===== src/rtl/spi_pkg.sv =====
// ============================================================================
// Module   : spi_pkg
// Brief    : Shared SPI types and constants (FSM states, mode, defaults).
// Revision : 1.0 - initial release
// ============================================================================
`default_nettype none

package spi_pkg;

    typedef enum logic [1:0] {
        ST_IDLE  = 2'd0,
        ST_SETUP = 2'd1,
        ST_HIGH  = 2'd2,
        ST_LOW   = 2'd3
    } spi_state_e;

    localparam logic c_CPOL        = 1'b0;
    localparam logic c_CPHA        = 1'b0;
    localparam int   c_DEF_WIDTH   = 16;
    localparam int   c_DEF_CLK_DIV = 4;

    // Counter width for a modulus of n, never narrower than one bit.
    function automatic int cnt_width(input int n);
        return (n > 1) ? $clog2(n) : 1;
    endfunction

endpackage

`default_nettype wire


===== src/rtl/spi_clk_div.sv =====
// ============================================================================
// Module   : spi_clk_div
// Brief    : ClkDiv-cycle tick generator with synchronous clear.
// Revision : 1.0 - initial release
// ============================================================================
`default_nettype none

module spi_clk_div
    import spi_pkg::*;
#(
    parameter int ClkDiv = c_DEF_CLK_DIV
) (
    input  logic clk_i,
    input  logic rst_ni,
    input  logic clr_i,
    output logic tick_o
);

    localparam int              c_CW   = cnt_width(ClkDiv);
    localparam logic [c_CW-1:0] c_LAST = c_CW'(ClkDiv - 1);

    logic [c_CW-1:0] r_cnt;

    always_ff @(posedge clk_i or negedge rst_ni) begin
        if (!rst_ni) begin
            r_cnt <= '0;
        end else if (clr_i || (r_cnt == c_LAST)) begin
            r_cnt <= '0;
        end else begin
            r_cnt <= r_cnt + c_CW'(1);
        end
    end

    // Clear suppresses the tick so a phase always lasts a full ClkDiv cycles.
    assign tick_o = !clr_i && (r_cnt == c_LAST);

endmodule

`default_nettype wire


===== src/rtl/spi_write_tx.sv =====
// ============================================================================
// Module   : spi_write_tx
// Brief    : SPI mode-0 master transmitter with CS framing and SCLK divider.
//            Define SPI_WRITE_LSB_FIRST_EN to transmit din[0] first.
// Revision : 1.0 - initial release
// ============================================================================
`default_nettype none

module spi_write_tx
    import spi_pkg::*;
#(
    parameter int Width  = c_DEF_WIDTH,
    parameter int ClkDiv = c_DEF_CLK_DIV
) (
    input  logic             clk_i,
    input  logic             rst_ni,
    input  logic             start_i,
    input  logic [Width-1:0] din_i,
    output logic             busy_o,
    output logic             done_o,
    output logic             cs_o,
    output logic             sclk_o,
    output logic             mosi_o
);

    localparam int              c_BW   = $clog2(Width + 1);
    localparam logic [c_BW-1:0] c_BITS = c_BW'(Width);

    spi_state_e       r_state;
    logic [Width-1:0] r_shreg;
    logic [c_BW-1:0]  r_bitcnt;
    logic             r_cs;
    logic             r_sclk;
    logic             r_mosi;
    logic             r_busy;
    logic             r_done;

    logic             w_tick;
    logic             w_clr;
    logic [Width-1:0] w_shifted;
    logic             w_first_bit;
    logic             w_next_bit;

    assign w_clr = (r_state == ST_IDLE);

    spi_clk_div #(
        .ClkDiv (ClkDiv)
    ) u_clk_div (
        .clk_i  (clk_i),
        .rst_ni (rst_ni),
        .clr_i  (w_clr),
        .tick_o (w_tick)
    );

`ifdef SPI_WRITE_LSB_FIRST_EN
    assign w_shifted   = r_shreg >> 1;
    assign w_first_bit = din_i[0];
    assign w_next_bit  = r_shreg[1];
`else
    assign w_shifted   = r_shreg << 1;
    assign w_first_bit = din_i[Width-1];
    assign w_next_bit  = r_shreg[Width-2];
`endif

    always_ff @(posedge clk_i or negedge rst_ni) begin
        if (!rst_ni) begin
            r_state  <= ST_IDLE;
            r_shreg  <= '0;
            r_bitcnt <= '0;
            r_cs     <= 1'b1;
            r_sclk   <= 1'b0;
            r_mosi   <= 1'b0;
            r_busy   <= 1'b0;
            r_done   <= 1'b0;
        end else begin
            r_done <= 1'b0;
            case (r_state)
                ST_IDLE: begin
                    if (start_i) begin
                        r_shreg  <= din_i;
                        r_bitcnt <= '0;
                        r_mosi   <= w_first_bit;
                        r_cs     <= 1'b0;
                        r_busy   <= 1'b1;
                        r_state  <= ST_SETUP;
                    end
                end
                ST_SETUP: begin
                    if (w_tick) begin
                        r_sclk  <= 1'b1;
                        r_state <= ST_HIGH;
                    end
                end
                ST_HIGH: begin
                    // MOSI moves only on the falling edge, giving full setup/hold.
                    if (w_tick) begin
                        r_sclk   <= 1'b0;
                        r_shreg  <= w_shifted;
                        r_mosi   <= w_next_bit;
                        r_bitcnt <= r_bitcnt + c_BW'(1);
                        r_state  <= ST_LOW;
                    end
                end
                ST_LOW: begin
                    if (w_tick) begin
                        if (r_bitcnt < c_BITS) begin
                            r_sclk  <= 1'b1;
                            r_state <= ST_HIGH;
                        end else begin
                            r_cs    <= 1'b1;
                            r_busy  <= 1'b0;
                            r_done  <= 1'b1;
                            r_mosi  <= 1'b0;
                            r_state <= ST_IDLE;
                        end
                    end
                end
                default: r_state <= ST_IDLE;
            endcase
        end
    end

    assign busy_o = r_busy;
    assign done_o = r_done;
    assign cs_o   = r_cs;
    assign sclk_o = r_sclk;
    assign mosi_o = r_mosi;

endmodule

`default_nettype wire

===== config.mk =====
export PLATFORM = sky130hd
export DESIGN_NAME = spi_write_tx
export DESIGN_NICKNAME = d
export VERILOG_FILES = /design/src/rtl/spi_pkg.sv /design/src/rtl/spi_clk_div.sv /design/src/rtl/spi_write_tx.sv
export SDC_FILE = /design/constraint.sdc
export NUM_CORES = 1
export LEC_CHECK = 0
export CORE_ASPECT_RATIO = 1.4
export CORE_UTILIZATION = 33
export DETAILED_ROUTE_END_ITERATION = 12
export PLACE_DENSITY = 0.62
export SETUP_SLACK_MARGIN = 0.4
export SYNTH_ARGS = -nofsm -noshare
export SYNTH_HDL_FRONTEND = slang
export SYNTH_SLANG_ARGS = --single-unit

===== constraint.sdc =====
create_clock -name clk_i -period 2 [get_ports clk_i]
set_input_delay 0.4 -clock clk_i [delete_from_list [all_inputs] [get_ports clk_i]]
set_output_delay 0.4 -clock clk_i [all_outputs]
set_load 0.05 [all_outputs]

==> impl_metrics.env <==
export IMPL_holdCritStartpoint="u_clk_div.r_cnt[0]"
export IMPL_whs_ps=439
export IMPL_clkLatencyLatePin_ps=280
export IMPL_synth_common_cells="dfrtp_1 (28), mux2_4 (18), mux2_2 (11), nand2_1 (9)"
export IMPL_synth_compound_area_share_pct=6.58
export IMPL_die_w_um=58.7
export IMPL_worstPathRequired_ps=2160
export IMPL_clk_path_buf_depth=2
export IMPL_via_per_inst=4.63
export IMPL_grt_overflow=0
export IMPL_start_kind="flip-flop"
export IMPL_fin_util_pct=46.9
export IMPL_fin_crit_sh_pct=77.5
export IMPL_arrival_ps=1710
export IMPL_nets=173
export IMPL_critPathLaunch="r_state[1]"
export IMPL_netlist_area_leader_share_pct=47.2
export IMPL_fmaxAchievable_mhz=645
export IMPL_path_clk_slew_ps=50
export IMPL_synth_top_family_by_area="multiplexers"
export IMPL_period_minus_slack_ps=1550
export IMPL_yosys_register_bits=29
export IMPL_antenna_cells=0
export IMPL_synth_adder_area_share_pct=1.69
export IMPL_vias=987
export IMPL_pin_count=24
export IMPL_postSynthAreaPerCell_sq_um=12.9
export IMPL_r2r_start="r_state[1]"
export IMPL_synth_most_common_cell="dfrtp_1"
export IMPL_r2r_cells=4
export IMPL_grt_pass1_vias=1022
export IMPL_drtPass1Iterations=4
export IMPL_synth_edf_count=0
export IMPL_ctsHoldBuffers=0
export IMPL_drv_cap=0
export IMPL_layout_drive_gt1_share_pct=37.3
export IMPL_rows=28
export IMPL_post_route_drc_count=0
export IMPL_ctsRootBufferMaster="clkbuf_8"
export IMPL_synthToLayoutAreaGrowth_pct=35.0
export IMPL_cp_end_kind="flip-flop"
export IMPL_final_setup_tns_ps=0
export IMPL_dpl_cell_count=198
export IMPL_outcome="finished clean"
export IMPL_finalMaxSlewViolations=0
export IMPL_yosysWarnings=0
export IMPL_clkSinkCount=29
export IMPL_antenna_found_initial=0
export IMPL_die_height_um=81.3
export IMPL_yosys_cell_types_count=29
export IMPL_grt_pass1_wl_um=4940
export IMPL_yosysTopAreaCell="dfrtp_1"
export IMPL_start_util_pct=34.7
export IMPL_numCtsBuffers=5
export IMPL_drtAntennaViolNets=0
export IMPL_rsz0062_at_grt="false"
export IMPL_ir_drop_mv=0.260
export IMPL_power_w=0.00118
export IMPL_synth_ff_type="dfrtp_1"
export IMPL_coreArea_sq_um=4270
export IMPL_syn_nets=136
export IMPL_synthCells=115
export IMPL_ctsHtreeMaxLevel=2
export IMPL_portBuffers=23
export IMPL_async_flop_share_pct=100
export IMPL_drt_initial_drc_count=21
export IMPL_synth_xor_area_share_pct=0
export IMPL_die_area_sq_um=4770
export IMPL_path_class="flip-flop to flip-flop"
export IMPL_cp_max_fo=15
export IMPL_synth_simple_area_share_pct=9.61
export IMPL_dp_hpwl_um=1960
export IMPL_grt_usage_pct=14.1
export IMPL_worst_hold_path_num_cells=1
export IMPL_fin_skew_ps=7.54
export IMPL_gp_congestion=0.767
export IMPL_drt_wl_total_um=2820
export IMPL_syn_area_sq_um=1480
export IMPL_cts_tree="done"
export IMPL_timing_rr_end="r_shreg[1]"
export IMPL_seq_area_frac_synth_pct=49.0
export IMPL_p_per_area_nw_per_um2=589
export IMPL_relSlewSlack_pct=65.9
export IMPL_leakage_nw=0.920
export IMPL_reg2reg_setup_slack_ps=450
export IMPL_hold_path_class="flip-flop to flip-flop"
export IMPL_worst_pin_slew_ps=514
export IMPL_fin_cells=213
export IMPL_hold_viol=0
export IMPL_grt_max_degree=30
export IMPL_endpoint="r_shreg[1]"
export IMPL_finalSetupViolations=0
export IMPL_post_drt_wl_per_cell_um=13.3
export IMPL_synth_mux_area_share_pct=28.6
export IMPL_synth_area_top_cells="dfrtp_1 (47%), mux2_4 (18%), mux2_2 (8.3%), nand2_1 (2.3%), mux2i_1 (2.0%)"
-- how the worst min path moves through the flow --
stage | to | slack (ps)
after floorplan | busy_o | 100
after global placement | u_clk_div.r_cnt[0] | 430
after detailed placement | u_clk_div.r_cnt[0] | 440
after CTS | u_clk_div.r_cnt[0] | 440
after global routing | u_clk_div.r_cnt[0] | 460
final | u_clk_div.r_cnt[0] | 440
-- stage by stage --
step | worst slack, ps | area [sq um]
after CTS | 396 | 1990
after floorplan | 402 | 1490
final | 451 | 2000
after global routing | 401 | 2000
after global placement | 94.1 | 1810
after detailed placement | 73.4 | 1810
-- cell families (layout without fill, tap and decap cells) --
| kind of cell | after synthesis | after routing |
|---|---|---|
| adders and majority gates | 2 | 2 |
| buffers and inverters | 10 | 48 |
| DFF | 29 | 29 |
| AOI/OAI and AO/OA | 15 | 15 |
| and+or+nand+nor | 27 | 27 |
| muxes | 32 | 32 |
-- worst max-delay path, cell delays in order, from the launching register on --
cell and delay [ps]:
dfrtp_2 460, nor2b_4 210, buf_12 170, mux2_2 330, mux2_2 260
-- where the power goes --
group          switching, W  leakage, nW  internal [W]  total [W]
Sequential       0.00000534        0.356      0.000596   0.000602
Combinational     0.0000287        0.519     0.0000609  0.0000896
Clock              0.000210       0.0455      0.000280   0.000489
Total              0.000244        0.920      0.000937    0.00118
-- cells in the final DEF, fill, tap and decap left out, types with 2 or more instances in the layout --
| cell | n |
|---|---|
| dfrtp_1 | 27 |
| mux2_4 | 18 |
| clkdlybuf4s50_1 | 17 |
| mux2_2 | 11 |
| buf_4 | 9 |
| nand2_1 | 8 |
| nor2_1 | 6 |
| o21ai_0 | 6 |
| clkbuf_8 | 6 |
| a21oi_1 | 4 |
| inv_1 | 4 |
| mux2i_1 | 3 |
| dlygate4sd2_1 | 3 |
| nand4_1 | 2 |
| ha_1 | 2 |
| clkbuf_1 | 2 |
| bufbuf_16 | 2 |
| buf_12 | 2 |
-- per-layer routing --
layer / share of wire [%] / track usage, %
met1: 39 / 16.3
met2: 55 / 23.4
met3: 2.9 / 3.82
met4: 2.9 / 7.86
met5: 0 / 0
-- sequential cells by signal (all words and copies together) (netlist names) --
signal,count
done_o,1
busy_o,1
mosi_o,1
cs_o,1
r_state,2
r_bitcnt,5
sclk_o,1
r_shreg,15
u_clk_div.r_cnt,2
-- layout make-up --
cell class,instances,area [sq um]
clock buffers,8,90.1
fillers,415,2270
inverters,4,15.0
multi-input cells,76,699
flip-flops and latches,29,728
well taps,60,75.1
repair buffers,36,395
-- repair_timing --
item | CTS | global route
buffers inserted | 3 | 2
setup endpoints to repair | 19 | 16
resized for setup | 8 | 4
gates cloned | 2 | 0
pin swaps | 1 | 1
Note: power is estimated with default switching activity, not from simulation.
